## config.mk

```make
export PLATFORM = sky130hd
export DESIGN_NAME = demuxs_pipe
export DESIGN_NICKNAME = d
export VERILOG_FILES = /design/src/rtl/fptd_mux_pkg.sv /design/src/rtl/demux_lane_stage.sv /design/src/rtl/demuxs_pipe.sv
export SDC_FILE = /design/constraint.sdc
export NUM_CORES = 1
export LEC_CHECK = 0
export ABC_AREA = 1
export CAP_MARGIN = 30
export CORE_MARGIN = 10
export CORE_UTILIZATION = 50
export CTS_CLUSTER_DIAMETER = 100
export CTS_CLUSTER_SIZE = 30
export DETAILED_ROUTE_END_ITERATION = 7
export PLACE_DENSITY_LB_ADDON = 0.1
export SYNTH_ARGS = -nofsm -noshare
export SYNTH_HDL_FRONTEND = slang
export SYNTH_SLANG_ARGS = --single-unit
```

## constraint.sdc

```tcl
create_clock -name clk -period 2.7 [get_ports clk]
set_clock_uncertainty 0.2 [all_clocks]
set_input_delay 0.81 -clock clk [delete_from_list [all_inputs] [get_ports clk]]
set_output_delay 0.81 -clock clk [all_outputs]
set_load 0.01 [all_outputs]
```

## src/rtl/fptd_mux_pkg.sv

```systemverilog
// Shared lane-select definitions for the 4-to-1 operand select and the
// 1-to-4 distribution demux. Both use the same {S2,S1} encoding.
package fptd_mux_pkg;

    localparam int NUM_LANES = 4;

    // S1 picks within a pair, S2 picks the pair.
    typedef enum logic [1:0] {
        LANE_A = 2'd0,
        LANE_B = 2'd1,
        LANE_C = 2'd2,
        LANE_D = 2'd3
    } lane_sel_t;

    // Map the raw select pins onto a lane.
    function automatic lane_sel_t decode_lane(input logic s2, input logic s1);
        return lane_sel_t'({s2, s1});
    endfunction

endpackage

```

## src/rtl/demux_lane_stage.sv

```systemverilog
// One output lane of the demux: a single-entry register with a valid/ready
// handshake and a free-running count of delivered beats.
module demux_lane_stage
    import fptd_mux_pkg::*;
#(
    parameter int N     = 76,
    parameter int CNT_W = 16
) (
    input  logic             clk,
    input  logic             rst_n,
    input  logic             load,
    input  logic [N-1:0]     din,
    input  logic             out_ready,
    output logic [N-1:0]     out_data,
    output logic             out_valid,
    output logic [CNT_W-1:0] cnt,
    output logic             can_accept
);

    logic [N-1:0]     data_q, data_d;
    logic             valid_q, valid_d;
    logic [CNT_W-1:0] cnt_q, cnt_d;
    logic             fire;

    // Next-state: drain on handshake, then a load (if any) overrides the drain.
    always_comb begin
        // NOTE: every output of this block gets a default first so no path leaves it unassigned (no latch).
        data_d  = data_q;
        valid_d = valid_q;
        cnt_d   = cnt_q;
        fire    = valid_q & out_ready;
        if (fire) begin
            cnt_d   = cnt_q + CNT_W'(1);
            valid_d = 1'b0;
        end
        if (load) begin
            data_d  = din;
            valid_d = 1'b1;
        end
    end

    // State registers with synchronous active-low reset.
    always_ff @(posedge clk) begin
        // NOTE: sequential state uses <= so every flop samples pre-edge values regardless of statement order.
        if (!rst_n) begin
            // NOTE: the data register is cleared on reset because consumers may observe out_data; wide buffers that nobody reads before a write would normally be left unreset.
            data_q  <= '0;
            valid_q <= 1'b0;
            cnt_q   <= '0;
        end else begin
            data_q  <= data_d;
            valid_q <= valid_d;
            cnt_q   <= cnt_d;
        end
    end

    assign out_data   = data_q;
    assign out_valid  = valid_q;
    assign cnt        = cnt_q;
    assign can_accept = ~valid_q | out_ready;

endmodule

```

## src/rtl/demuxs_pipe.sv

```systemverilog
// 1-to-4 registered demultiplexer: steers one input stream onto lanes A..D
// by {S2,S1}. in_ready depends combinationally on the selected lane's ready.
module demuxs_pipe
    import fptd_mux_pkg::*;
#(
    parameter int N     = 76,
    parameter int CNT_W = 16
) (
    input  logic             clk,
    input  logic             rst_n,
    input  logic [N-1:0]     in_data,
    input  logic             in_valid,
    output logic             in_ready,
    input  logic             S1,
    input  logic             S2,
    output logic [N-1:0]     out_a_data,
    output logic [N-1:0]     out_b_data,
    output logic [N-1:0]     out_c_data,
    output logic [N-1:0]     out_d_data,
    output logic             out_a_valid,
    output logic             out_b_valid,
    output logic             out_c_valid,
    output logic             out_d_valid,
    input  logic             out_a_ready,
    input  logic             out_b_ready,
    input  logic             out_c_ready,
    input  logic             out_d_ready,
    output logic [CNT_W-1:0] cnt_a,
    output logic [CNT_W-1:0] cnt_b,
    output logic [CNT_W-1:0] cnt_c,
    output logic [CNT_W-1:0] cnt_d
);

    lane_sel_t              sel;
    logic [NUM_LANES-1:0]   lane_ready;
    logic [NUM_LANES-1:0]   lane_valid;
    logic [NUM_LANES-1:0]   lane_can_accept;
    logic [NUM_LANES-1:0]   lane_load;
    logic [N-1:0]           lane_data [NUM_LANES];
    logic [CNT_W-1:0]       lane_cnt  [NUM_LANES];

    assign sel        = decode_lane(S2, S1);
    assign lane_ready = {out_d_ready, out_c_ready, out_b_ready, out_a_ready};

    // Only the addressed lane gates in_ready and receives the load strobe.
    always_comb begin
        lane_load      = '0;
        in_ready       = rst_n & lane_can_accept[sel];
        lane_load[sel] = in_valid & in_ready;
    end

    for (genvar i = 0; i < NUM_LANES; i++) begin : g_lane
        demux_lane_stage #(
            .N     (N),
            .CNT_W (CNT_W)
        ) u_stage (
            .clk        (clk),
            .rst_n      (rst_n),
            .load       (lane_load[i]),
            .din        (in_data),
            .out_ready  (lane_ready[i]),
            .out_data   (lane_data[i]),
            .out_valid  (lane_valid[i]),
            .cnt        (lane_cnt[i]),
            .can_accept (lane_can_accept[i])
        );
    end

    assign out_a_data  = lane_data[LANE_A];
    assign out_b_data  = lane_data[LANE_B];
    assign out_c_data  = lane_data[LANE_C];
    assign out_d_data  = lane_data[LANE_D];
    assign out_a_valid = lane_valid[LANE_A];
    assign out_b_valid = lane_valid[LANE_B];
    assign out_c_valid = lane_valid[LANE_C];
    assign out_d_valid = lane_valid[LANE_D];
    assign cnt_a       = lane_cnt[LANE_A];
    assign cnt_b       = lane_cnt[LANE_B];
    assign cnt_c       = lane_cnt[LANE_C];
    assign cnt_d       = lane_cnt[LANE_D];

endmodule

```

## After elaboration in Yosys (flattened, before gate mapping)

Index checks and enable logic that the tools add are counted.

- Register bits after elaboration: 372
- Bits of input ports: 85
- Output and inout port bits: 373
- Logic and storage cells: 50

- Add/subtract/negate cells: 4
- Order comparisons: 2
- Multiplexer cells: 12
- Bitwise operators: 15
- Reductions and logical operators: 5

Operators with widths:

| kind | number |
|---|---|
| 16-bit by 1-bit adder with 16-bit output, second input constant | 4 |
| 1-bit 2-to-1 mux | 10 |
| 2-bit nonzero test | 4 |
| 1-bit AND | 6 |
| 4-bit AND | 1 |
| 1-bit inverter | 4 |
| 1-bit bitwise OR | 4 |
| 2-bit by 3-bit less-than comparator with 1-bit output, second input constant | 1 |
| 1-bit binary-select mux with 2-bit select | 1 |
| 1-bit demux with 2-bit select | 1 |
| 2-bit by 1-bit >= comparator with 1-bit output, second input constant | 1 |
| 1-bit logical AND | 1 |

## Longest topological paths before layout

Gate-level depths: netlist of the first run.

- Depth after elaboration: 8
- Gate-level depth with buffers: 11

## Hierarchy

From an unflattened synthesis of the first run, not the netlist that was laid out.

- Cells, all modules: 1829
- Area total of the unflattened synthesis: 13812.0 sq um

By module, submodules not included:

| module | times used | cells an instance | area an instance (sq um) |
|---|---|---|---|
| demux_lane_stage | 4 | 452 | 3430.8 |
| demuxs_pipe | 1 | 21 | 88.8 |

## Least setup slack after synthesis of the first run

No wires, ideal clock.

- Path type: input port to output port
- Start: in rst_n
- End: out in_ready
- Arrival: 1622 ps
- Required time: 1690 ps
- Slack: 68 ps
- Stages on the path: 4
- Path buffers: 2
- Path through: clkbuf_1 nand3_1 nor2_2 clkbuf_1

- Cells in the longest elaborated chain, start to end: 1

RTL lines:

| item | RTL line | RTL |
|---|---|---|
| start: declaration | demuxs_pipe.sv:10 | `input logic rst_n,` |
| 1-bit AND | demuxs_pipe.sv:48 | `in_ready = rst_n & lane_can_accept[sel];` |
| end: declaration | demuxs_pipe.sv:13 | `output logic in_ready,` |

No other way between the ends.

## Worst setup path after layout of the first run

- Start: in S1
- End: out in_ready

- Cells in the longest elaborated chain, start to end: 3

RTL lines:

| item | RTL line | RTL |
|---|---|---|
| start: declaration | demuxs_pipe.sv:14 | `input logic S1,` |
| 1-bit binary-select mux with 2-bit select | demuxs_pipe.sv:48 |  |
| 1-bit 2-to-1 mux (implied by the code) | demuxs_pipe.sv:48 |  |
| 1-bit AND | demuxs_pipe.sv:48 |  |

No other way between the ends. The select of a mux whose other input is x is not followed.

==> reports/metrics.yaml, run 1 <==
drc: 0
synth_cell_type_count: 23
cts_inserted_buffers: 16
cp_slowest_cell: "clkdlybuf4s15_1"
cpLargestDelayFamily: "buffers and inverters"
clock-root-buffer: "clkbuf_16"
die_h_um: 209
yosys_warnings: 0
seq_area_frac_synth_pct: 41.6
grt_pass1_wl_um: 92900
die-area_um2: 43800
crit_top_cell: "buf_6"
antenna_left: 0
insertion_delay_ns: 0.53
finalSetupViolations: 0
start_util_pct: 50.5
max_cap_violations: 0
nNetsFinal: 3306
seqPwrFrac_pct: 54.9
setup_ws_ns: 0.0415
finalCriticalPeriod_ns: 2.66
grt_max_degree: 243
synth.avg_cell_area_um2: 6.26
crit_path_end_kind: "primary output"
hp-class: "flop to flop"
wl_per_cell_um: 16.4
critPathLaunchType: "primary input"
ctsLongestPathBuffers: 3
cp.required_ns: 1.69
met2_usage_pct: 41.9
yosys.area.top_type: "dfxtp_1"
path_class: "primary input to primary output"
viasPerCell: 4.89
grtUsageMet1_pct: 31.9
vias: 18000
netSwitchingPower_uw: 2890
synth-edff-count: 0
slew_headroom_pct: 33.4
grt_util_met3_pct: 7.28
synth.area.top_cells: "dfxtp_1 42%, inv_1 16%, nand2_1 15%"
fp.dieW_um: 209
grt_usage_pct: 25.7
wl_um: 60500
yosys.area.top_type_share_pct: 41.6
clk_pin_slew_ns: 0.10
pwr_density_cell_nw_per_um2: 447
finalHoldViolations: 0
grt_busiest_layer: "met2"
yosysMostFrequentCell: "inv_1"
p_leak_uw: 0.0109
drt-initial-drc-count: 1375
p_comb_share_pct: 16.0
ys_seq_elements: 372
ios: 458
cts.sinks: 372
drive_above_1_share_pct: 3.42
synth_commonest_cells: "759 x inv_1, 698 x nand2_1, 372 x dfxtp_1"
first_global_vias: 16900
power_switching_share_pct: 27.6
dr.pass1.iters: 7
synth-main-ff-cell: "dfxtp_1"
netlist_area_um2: 17900
antenna_found_initial: 3
synth_nets: 2951
row_count: 69
tightest_slew_ns: 0.999
cts_tree: "built"
p_clk_share_pct: 29.1
gp_congestion: 0.867
pre_cts_ws_ns: -0.834
holdBufCountCts: 0
cpPeakStageDelay_ns: 0.17
crit_path_cell_trace: "clkdlybuf4s15_1 > buf_6 > nand2_4 > inv_2 > nand3_2 > nand2_2 > nor2_4 > buf_6"
peakVddDrop_uv: 416
max_freq_mhz: 376
htree_num_levels: 1
intPower_uw: 7600
syn_to_final_growth_pct: 31.0
worstPathArrival_ns: 1.65
cp_max_fo: 5
fin_crit_sh_pct: 98.5
portBuffers: 457
slew_viol_final: 0
status: "finished clean"
synth_cells: 2862
fin_tns_setup_ns: 0
core-area_um2: 35500
async_reset_ff_share_pct: 0
dp_hpwl_um: 40500
gr-total-overflow: 0
path_buf_inv: 4
[tightest hold or removal path, stage by stage (launching register included)]
cell,delay (ns)
dfxtp_1,0.34
inv_1,0.07
a21oi_1,0.06
[power by group through the flow]
stage / Combinational (µW) / Sequential [µW] / Clock, µW
finish: 1680 / 5760 / 3050
global route: 1850 / 5780 / 3290
CTS: 1660 / 5760 / 3130
detailed placement: 1650 / 5880 / 0
global placement: 1630 / 5870 / 0
floorplan: 825 / 5940 / 0
[registers in the layout, summed over array words and instances, names as in the netlist]
name                      cells
g_lane.u_stage.out_data     304
g_lane.u_stage.cnt           64
g_lane.u_stage.out_valid      4
[kinds of logic (layout without fill, tap and decap cells)]
kind of cell	after synthesis	count (layout)	synth area share [%]
AO/OA/AOI/OAI	94	94	2.72
XOR/XNOR	2	2	0.0978
adder cells (fa/ha/maj)	4	4	0.279
buffers and inverters	953	1309	20.4
flip-flops	372	372	41.6
other	0	3	0
AND/OR/NAND/NOR	1437	1437	35.0
[layout by cell type, fill, tap and decap left out, types with 2 or more instances in the layout]
cell type / Yosys / layout
nand3_1: 27 / 24
ha_1: 4 / 4
nor3b_1: 4 / 4
o21a_1: 2 / 2
nor3_1: 22 / 22
diode_2: 0 / 3
nand4_1: 312 / 312
inv_2: 21 / 22
nand3_2: 0 / 3
inv_1: 759 / 757
nand2_2: 0 / 3
nor2_1: 369 / 367
xor2_1: 2 / 2
a21oi_1: 41 / 41
buf_6: 3 / 3
o21ai_0: 43 / 43
buf_4: 0 / 36
a31oi_1: 7 / 7
buf_8: 0 / 2
dlygate4sd2_1: 0 / 4
dfxtp_1: 372 / 372
nand2_1: 698 / 694
clkbuf_16: 0 / 18
buf_12: 0 / 11
and3_1: 2 / 2
nor2_4: 0 / 4
clkdlybuf4s50_1: 0 / 447
[path summary, 6_finish.rpt]
path | startpoint | end | slack (ns) | depth (start not counted)
worst max-delay path | S1 | in_ready | 0.04 | 8
worst min register to register | g_lane[1].u_stage.cnt[9] | g_lane[1].u_stage.cnt[9] | 0.30 | 2
worst max register to register | g_lane[0].u_stage.out_valid | g_lane[2].u_stage.out_data[12] | 0.57 | 10
worst min-delay path | g_lane[1].u_stage.cnt[9] | g_lane[1].u_stage.cnt[9] | 0.30 | 2
[through the flow]
step                      utilization [%]  hold slack [ns]  power (µW)  area [µm²]  std cells
after floorplan                         -            0.293        6760       17900       2862
after global placement               64.5            0.263        7500       22900       3656
after detailed placement             64.5            0.277        7530       22900       3656
after CTS                            66.0            0.295       10500       23400       3677
after global routing                 66.1            0.321       10900       23500       3680
final                                66.1            0.295       10500       23500       3682
[per-layer routing]
layer	routed length, µm	vias up
li1	-	9191
met1	24800	8092
met2	27800	654
met3	5930	80
met4	1960	0
met5	0	-
[final cells by class]
cell class	count	area, µm²
inverters	781	2930
flip-flops and latches	372	7450
well taps	461	577
repair buffers	509	5160
clock buffers	17	425
diodes	3	7.51
fillers	3182	12000
clock inverters	2	46.3
multi-input cells	1537	6870
[timing repair]
| action | 4_1_cts | 5_1_grt |
|---|---|---|
| endpoints found under the setup margin | 291 | 172 |
| hold endpoints to repair | 0 | 0 |
| gates resized for setup | 26 | 7 |
| buffers inserted | 2 | 1 |
| gates cloned | 0 | 1 |
| pin swaps | 4 | 3 |
No activity file was read; power rests on OpenSTA's default activity.
==> inputs of run 2 (changes only) <==
==> constraint.sdc (replaced) <==
create_clock -name clk -period 2.7 [get_ports clk]
set_clock_uncertainty 0.2 [all_clocks]
set_input_delay 0.81 -clock clk [delete_from_list [all_inputs] [get_ports clk]]
set_output_delay 0.81 -clock clk [all_outputs]
set_load 0.05 [all_outputs]
==> run 2 against run 1 <==
Effect of this change: critical path depth stayed put; sequential share of layout area is 0.71 points higher; via count is 0.41% higher; final cell count hardly changed; power is 3.0% higher; first-iteration DRC count is 5.7% higher; combinational power is 24% higher; utilization is 1.5 points lower; setup slack hardly changed; routed wire length hardly changed; count of clock-buffer cells in the layout stayed put; fmax hardly changed.
==> reports/metrics.yaml, run 2 (synthesized netlist as in run 1, its figures left out) <==
clk_pin_slew_ns: 0.09
first_global_vias: 17100
htree_num_levels: 1
fp.dieW_um: 209
gp_congestion: 0.871
core-area_um2: 35500
p_leak_uw: 0.0125
pwr_density_cell_nw_per_um2: 470
status: "finished clean"
finalCriticalPeriod_ns: 2.66
syn_to_final_growth_pct: 28.1
max_freq_mhz: 376
seq_area_um2: 7450
tightest_slew_ns: 1.02
rsz0062_at_grt: "yes"
gr-total-overflow: 0
drc: 0
layout_commonest_cell: "inv_1"
grt_usage_pct: 26.1
nNetsFinal: 3309
grt_max_degree: 155
clock-root-buffer: "clkbuf_16"
die_h_um: 209
hp-class: "flop to flop"
dp_hpwl_um: 42200
worstPathArrival_ns: 1.65
fin_crit_sh_pct: 98.5
wl_per_cell_um: 16.4
nFillCells: 3377
antenna_left: 0
antenna_found_initial: 5
wl_um: 60500
final_util_pct: 64.7
finalHoldViolations: 0
insertion_delay_ns: 0.53
vias: 18100
finalSetupViolations: 0
grt_pass1_wl_um: 94300
max_cap_violations: 0
die-area_um2: 43800
multi_input_area_um2: 6880
path_class: "primary input to primary output"
portBuffers: 457
peakVddDrop_uv: 450
drive_above_1_share_pct: 5.16
cp.required_ns: 1.69
cp_max_fo: 5
drt-initial-drc-count: 1454
ios: 458
whs_ns: 0.286
critPathLaunchType: "primary input"
cts_tree: "built"
crit_path_end_kind: "primary output"
viasPerCell: 4.91
cts.sinks: 372
largest_reg_flops: 304
dr.pass1.iters: 5
start_util_pct: 50.5
cts_inserted_buffers: 16
final_cell_mix: "757 x inv_1, 694 x nand2_1, 372 x dfxtp_1"
ctsLongestPathBuffers: 3
p_total_uw: 10800
slew_headroom_pct: 31.9
row_count: 69
slew_viol_final: 0
run 2: cell count changes in the layout (fill, tap and decap cells not counted), moves of 2 or more:
cell             before  now
buf_12               11   16
buf_4                36   92
buf_6                 3    1
clkdlybuf4s50_1     447   76
dlygate4sd2_1         4  321
run 2: metrics by stage:
step,setup TNS (ns),cell area [µm²],setup WS [ns],std cells
global placement,-81.39,22800,-0.361,3661
CTS,-0.116,22900,-0.116,3681
floorplan,0,17900,0.0160,2862
global route,-0.0107,22900,-0.0107,3682
finish,0,23000,0.0413,3685
detailed placement,-93.32,22800,-0.397,3661
run 2: area by class of cell:
class	instances	share of cell area, %
Multi-Input combinational cell	1537	30.0
Clock inverter	1	0.0872
Sequential cell	372	32.4
Clock buffer	17	1.85
Antenna cell	4	0.0436
Inverter	781	12.8
Tap cell	461	2.51
Timing Repair Buffer	512	20.3
run 2: timing repair:
| item | 4_1_cts | 5_1_grt |
|---|---|---|
| setup buffers | 2 | 0 |
| hold buffers | 0 | 0 |
| pin swaps | 2 | 2 |
| setup endpoints to repair | 319 | 2 |
| gates resized for setup | 329 | 11 |
run 2: worst paths after layout:
check / startpoint / endpoint / slack [ns] / depth (start not counted)
min reg2reg: g_lane[1].u_stage.cnt[9] / g_lane[1].u_stage.cnt[9] / 0.29 / 2
min: g_lane[1].u_stage.cnt[9] / g_lane[1].u_stage.cnt[9] / 0.29 / 2
max: S1 / in_ready / 0.04 / 8
max reg2reg: g_lane[2].u_stage.out_valid / g_lane[3].u_stage.out_data[44] / 0.53 / 12
run 2: critical path, cell delays in order:
cell and delay, ns:
clkdlybuf4s15_1 0.17, buf_6 0.14, inv_2 0.06, nor2_4 0.04, nand3_2 0.05, nand2_2 0.07
nor2_4 0.15, buf_12 0.16
run 2: power by group:
group	leakage [µW]	internal, µW	switching [µW]
clock network	0.000219	1160	1800
registers	0.00302	5650	97.4
logic	0.00923	588	1490
run 2: layer usage:
metal | routed length (µm) | global-route usage, %
met4 | 2300 | 9.70
met2 | 28000 | 42.7
met1 | 24600 | 31.9
met5 | 23 | 0
met3 | 5540 | 7.53
==> inputs of run 3 (changes only) <==
--- a/config.mk
+++ b/config.mk
@@ -7,7 +7,7 @@
 export LEC_CHECK = 0
 export ABC_AREA = 1
 export CAP_MARGIN = 30
-export CORE_MARGIN = 10
+export CORE_MARGIN = 4
 export CORE_UTILIZATION = 50
 export CTS_CLUSTER_DIAMETER = 100
 export CTS_CLUSTER_SIZE = 30
==> run 3 against run 2 <==
Effect of this change: the run now ends with setup timing left; combinational power is essentially flat; flip-flop and latch count unchanged; non-clock buffer count grew 9; final cell count rose by 0.24%; routed wire length is 6.4% lower; cell area is 0.79% higher; largest cell class unchanged.
==> reports/metrics.yaml, run 3 (synthesized netlist as in run 1, its figures left out) <==
crit_path_end_kind: "primary output"
status: "complete, but fails checks"
antenna_found_initial: 4
placed_cells: 3671
grt_max_degree: 185
vias: 18000
row_count: 69
max_cap_violations: 0
wl_per_cell_um: 15.3
worstPathArrival_ns: 1.70
highest_layer: "met5"
rsz0062_at_grt: "yes"
power_switching_share_pct: 31.2
intPower_uw: 7450
crit_top_cell: "nor2_4"
first_global_vias: 17100
core-area_um2: 35500
wl_met3_um: 5130
viasPerCell: 4.87
p_leak_uw: 0.0127
layout_commonest_cell: "inv_1"
fin_cells: 3694
nNetsFinal: 3318
gp_congestion: 0.884
p_comb_share_pct: 19.3
cpPeakStageDelay_ns: 0.27
finalSetupViolations: 1
peakVddDrop_uv: 374
rrSetupSlack_ns: 0.67
die-area_um2: 38900
largest_reg_flops: 304
cp_slowest_cell: "clkdlybuf4s15_2"
finalHoldViolations: 0
crit_path_cell_trace: "clkdlybuf4s15_2 > inv_2 > nor2_4 > nand3_1 > nand2_2 > nor2_4 > buf_12"
ios: 458
portBuffers: 457
cp_max_fo: 5
grt_usage_pct: 28.1
path_buf_inv: 3
antenna_left: 0
wl_um: 56600
slew_headroom_pct: 42.9
netSwitchingPower_uw: 3380
fin_crit_sh_pct: 100
tightest_slew_ns: 0.856
ctsLongestPathBuffers: 3
gr-total-overflow: 0
pwr_density_cell_nw_per_um2: 468
start_util_pct: 50.5
cts_inserted_buffers: 16
cp.required_ns: 1.69
met2_length_um: 25700
max_freq_mhz: 369
cts_tree: "built"
m1WireLength_um: 23200
setup_ws_ns: -0.0111
p_clk_share_pct: 27.6
htree_num_levels: 1
placedInstanceArea_um2: 23000
critPathLaunchType: "primary input"
path_class: "primary input to primary output"
drive_above_1_share_pct: 4.98
finalInstanceArea_um2: 23100
drt-initial-drc-count: 1312
grt_pass1_wl_um: 90400
slew_viol_final: 0
cts.sinks: 372
die_h_um: 197
dr.pass1.iters: 5
p_total_uw: 10800
clk_pin_slew_ns: 0.10
clock-root-buffer: "clkbuf_16"
violations: "setup timing"
final_cell_mix: "758 x inv_1, 695 x nand2_1, 372 x dfxtp_1"
finalCriticalPeriod_ns: 2.71
syn_to_final_growth_pct: 29.1
hp-class: "flop to flop"
seqPwrFrac_pct: 53.1
fp.dieW_um: 197
drc: 0
insertion_delay_ns: 0.52
cpLargestDelayFamily: "buffers and inverters"
dp_hpwl_um: 38800
holdBufCountCts: 0
[run 3: cell count changes in the layout (fill, tap and decap cells not counted), moves of 2 or more]
cell,before,now
buf_12,16,19
buf_4,92,83
diode_2,4,2
dlygate4sd2_1,321,323
dlymetal6s2s_1,2,14
inv_2,23,21
[run 3: cell type report]
class	count	area, µm²
tap	461	577
antenna	2	5.00
clock inverter	2	23.8
sequential	372	7450
fill	3428	12400
timing repair buffer	521	4840
multi-input combinational	1537	6870
clock buffer	18	439
inverter	781	2930
[run 3: what timing repair did]
item / CTS / global route
setup buffers: 0 / 1
pin swaps: 2 / 2
gates resized for setup: 337 / 20
setup endpoints to repair: 321 / 15
[run 3: through the flow]
stage	hold slack [ns]	TNS (ns)	setup slack, ns	util, %
2_1_floorplan	0.483	0	0.0160	-
3_3_place_gp	0.262	-94.02	-0.362	64.8
3_5_place_dp	0.274	-104.24	-0.426	64.8
4_1_cts	0.289	-0.0355	-0.0355	65.0
5_1_grt	0.313	-0.0724	-0.0724	65.2
6_report	0.285	-0.0111	-0.0111	65.2
[run 3: power groups by stage]
stage | clock [µW] | combinational, µW | sequential (µW)
after floorplan | 0 | 830 | 6440
after global placement | 0 | 2140 | 5870
after detailed placement | 0 | 2170 | 5880
after CTS | 3080 | 2080 | 5750
after global routing | 3250 | 2270 | 5770
final | 2990 | 2090 | 5750
[run 3: worst paths after layout]
check / start / end / cells past startpoint
worst min register to register: g_lane[0].u_stage.cnt[9] / g_lane[0].u_stage.cnt[9] / 2
worst min-delay path: g_lane[0].u_stage.cnt[9] / g_lane[0].u_stage.cnt[9] / 2
worst max-delay path: S1 / in_ready / 7
worst max register to register: g_lane[3].u_stage.out_valid / g_lane[2].u_stage.out_data[34] / 9
[run 3: worst reg2reg max path, stage by stage, from the launching register on]
cell,delay [ns]
dfxtp_1,0.38
buf_4,0.16
nand2_1,0.08
nor2_1,0.04
nor2_1,0.23
nand4_1,0.32
buf_4,0.33
nand2_1,0.09
inv_1,0.04
nor2_1,0.10
[run 3: per-layer routing]
layer  GRT usage, %  up-vias
met4           11.2        4
met5              0        -
li1               -     9214
met2           45.2      672
met1           36.9     7989
met3           6.02      114
==> RTL edit: new RTL, flow settings as in run 1 <==
Take the reset off `data_q` and load it in a clocked block of its own.
--- a/src/rtl/demux_lane_stage.sv
+++ b/src/rtl/demux_lane_stage.sv
@@ -45,12 +45,14 @@
         if (!rst_n) begin
             // NOTE: the data register is cleared on reset because consumers may observe out_data; wide buffers that nobody reads before a write would normally be left unreset.
-            data_q  <= '0;
             valid_q <= 1'b0;
             cnt_q   <= '0;
         end else begin
-            data_q  <= data_d;
             valid_q <= valid_d;
             cnt_q   <= cnt_d;
         end
+    end
+
+    always_ff @(posedge clk) begin
+        data_q <= data_d;
     end
 
Function: differs if rst_n is asserted again (counterexample within 4 cycles, from zero or initial values and one cycle with rst_n low); with rst_n held inactive, the same outputs for 4 cycles.
==> RTL edit against run 1 <==
Power down 6.9%; synthesized cell count fell by 72%; area after synthesis fell by 30%; utilization increased by 10 points; routed wire length is 35% lower; final cell count down 55%; critical path type unchanged; combinational power is 66% lower; setup slack gained 0.028 ns; final area down 20%; largest power group unchanged; sequential cell count did not move; critical endpoint unchanged.
==> RTL edit: results <==
[run_status]
status = completed

[setup_path]
timing.critical_path.slowest_cell_delay_ns = 0.26
cp-startpoint = S2
timing.reg2reg.worst_path_depth = 14
crit-reg2reg-capture = g_lane[3].u_stage.out_data[26]
timing.reg2reg.setup_slack_ns = 0.18
arrival_ns = 1.62
timing.critical_path.slowest_stage_cell = sky130_fd_sc_hd__nor4_2

[timing]
tightestPinTransition_ns = 0.480
finalHoldWorstSlack_ns = 0.315

[grt]
groute.usage.overall_pct = 22.6
groute.layer.met2.usage_pct = 41.7
grtUsageMet1_pct = 24.5
grt_first_pass_wirelength_um = 52900
grt_max_degree = 49
met3_usage_pct = 6.47
grt_antenna_before_repair = 2

[route]
detail_route.wirelength_um = 39400
vias = 8276
avgRoutedWirePerCell_um = 23.8
detailedRoute.firstPassIterationCount = 4
first_iter_violations = 605

[synthesis]
postSynth.topFlopCell = sky130_fd_sc_hd__edfxtp_1
synth_compound_area_share_pct = 2.36
synth_edf_count = 304
syn_inst = 799
synth_commonest_cells = sky130_fd_sc_hd__edfxtp_1, sky130_fd_sc_hd__nand2_1, sky130_fd_sc_hd__nor2_1
ys_seq_area_share_pct = 83.7
synth_cell_types = 29
synth_fp_nets = 888
synthXorXnorAreaFrac_pct = 0.489

[hold_path]
hold_end = g_lane[2].u_stage.cnt[2]
hold_path_depth = 1
worstHoldStart = g_lane[2].u_stage.cnt[2]

[placed_design]
pre_cts_ws_ns = -0.742
gpl.final_weighted_congestion = 0.854
place_hpwl_um = 29400
post_dp_cell_area_mm2 = 0.0179

[power_and_ir_drop]
cellLeakagePower_nw = 6.53
power.ir.vdd_worst_mv = 0.394
pg_comb_mw = 0.576
p_per_area_mw_per_mm2 = 521
cellInternalPower_mw = 7.81
power.clock.total_mw = 2.86

[clock_tree]
insertion_delay_ns = 0.50

[layout]
final_layout_size_suffix_gt1_share_pct = 9.84
## RTL edit: changes by cell type in the layout (fill, tap and decap cells not counted), sizes merged, moves of 4 or more
cell      before  now
a21oi         41   29
edfxtp         0  304
o21ai         43   23
nor3          22   17
a31oi          7    2
nor2         372  102
xor2           2    6
clkinvlp       0    4
clkbuf        19   35
buf           54   50
nand2        698  117
inv          781   69
nand4        312   10
dfxtp        372   68
## RTL edit: final cells by class
cell class	instances	area, µm²
clock buffers	27	463
inverters	72	298
multi-input cells	348	1810
repair buffers	511	5250
clock inverters	1	20.0
flip-flops and latches	372	10500
fillers	1543	5720
well taps	324	405
diodes	2	5.00
## RTL edit: routing by layer
metal | vias to the layer above | wire length [µm]
met4 | 2 | 1090
met5 | - | 13
met3 | 51 | 3660
met1 | 4037 | 13700
li1 | 3842 | -
met2 | 344 | 21000
## RTL edit: repair_timing
item / CTS / global route
setup buffers: 4 / 8
setup endpoints to repair: 1 / 285
cloned: 0 / 9
resized for setup: 23 / 5
pin swaps: 2 / 3
hold buffers: 0 / 0
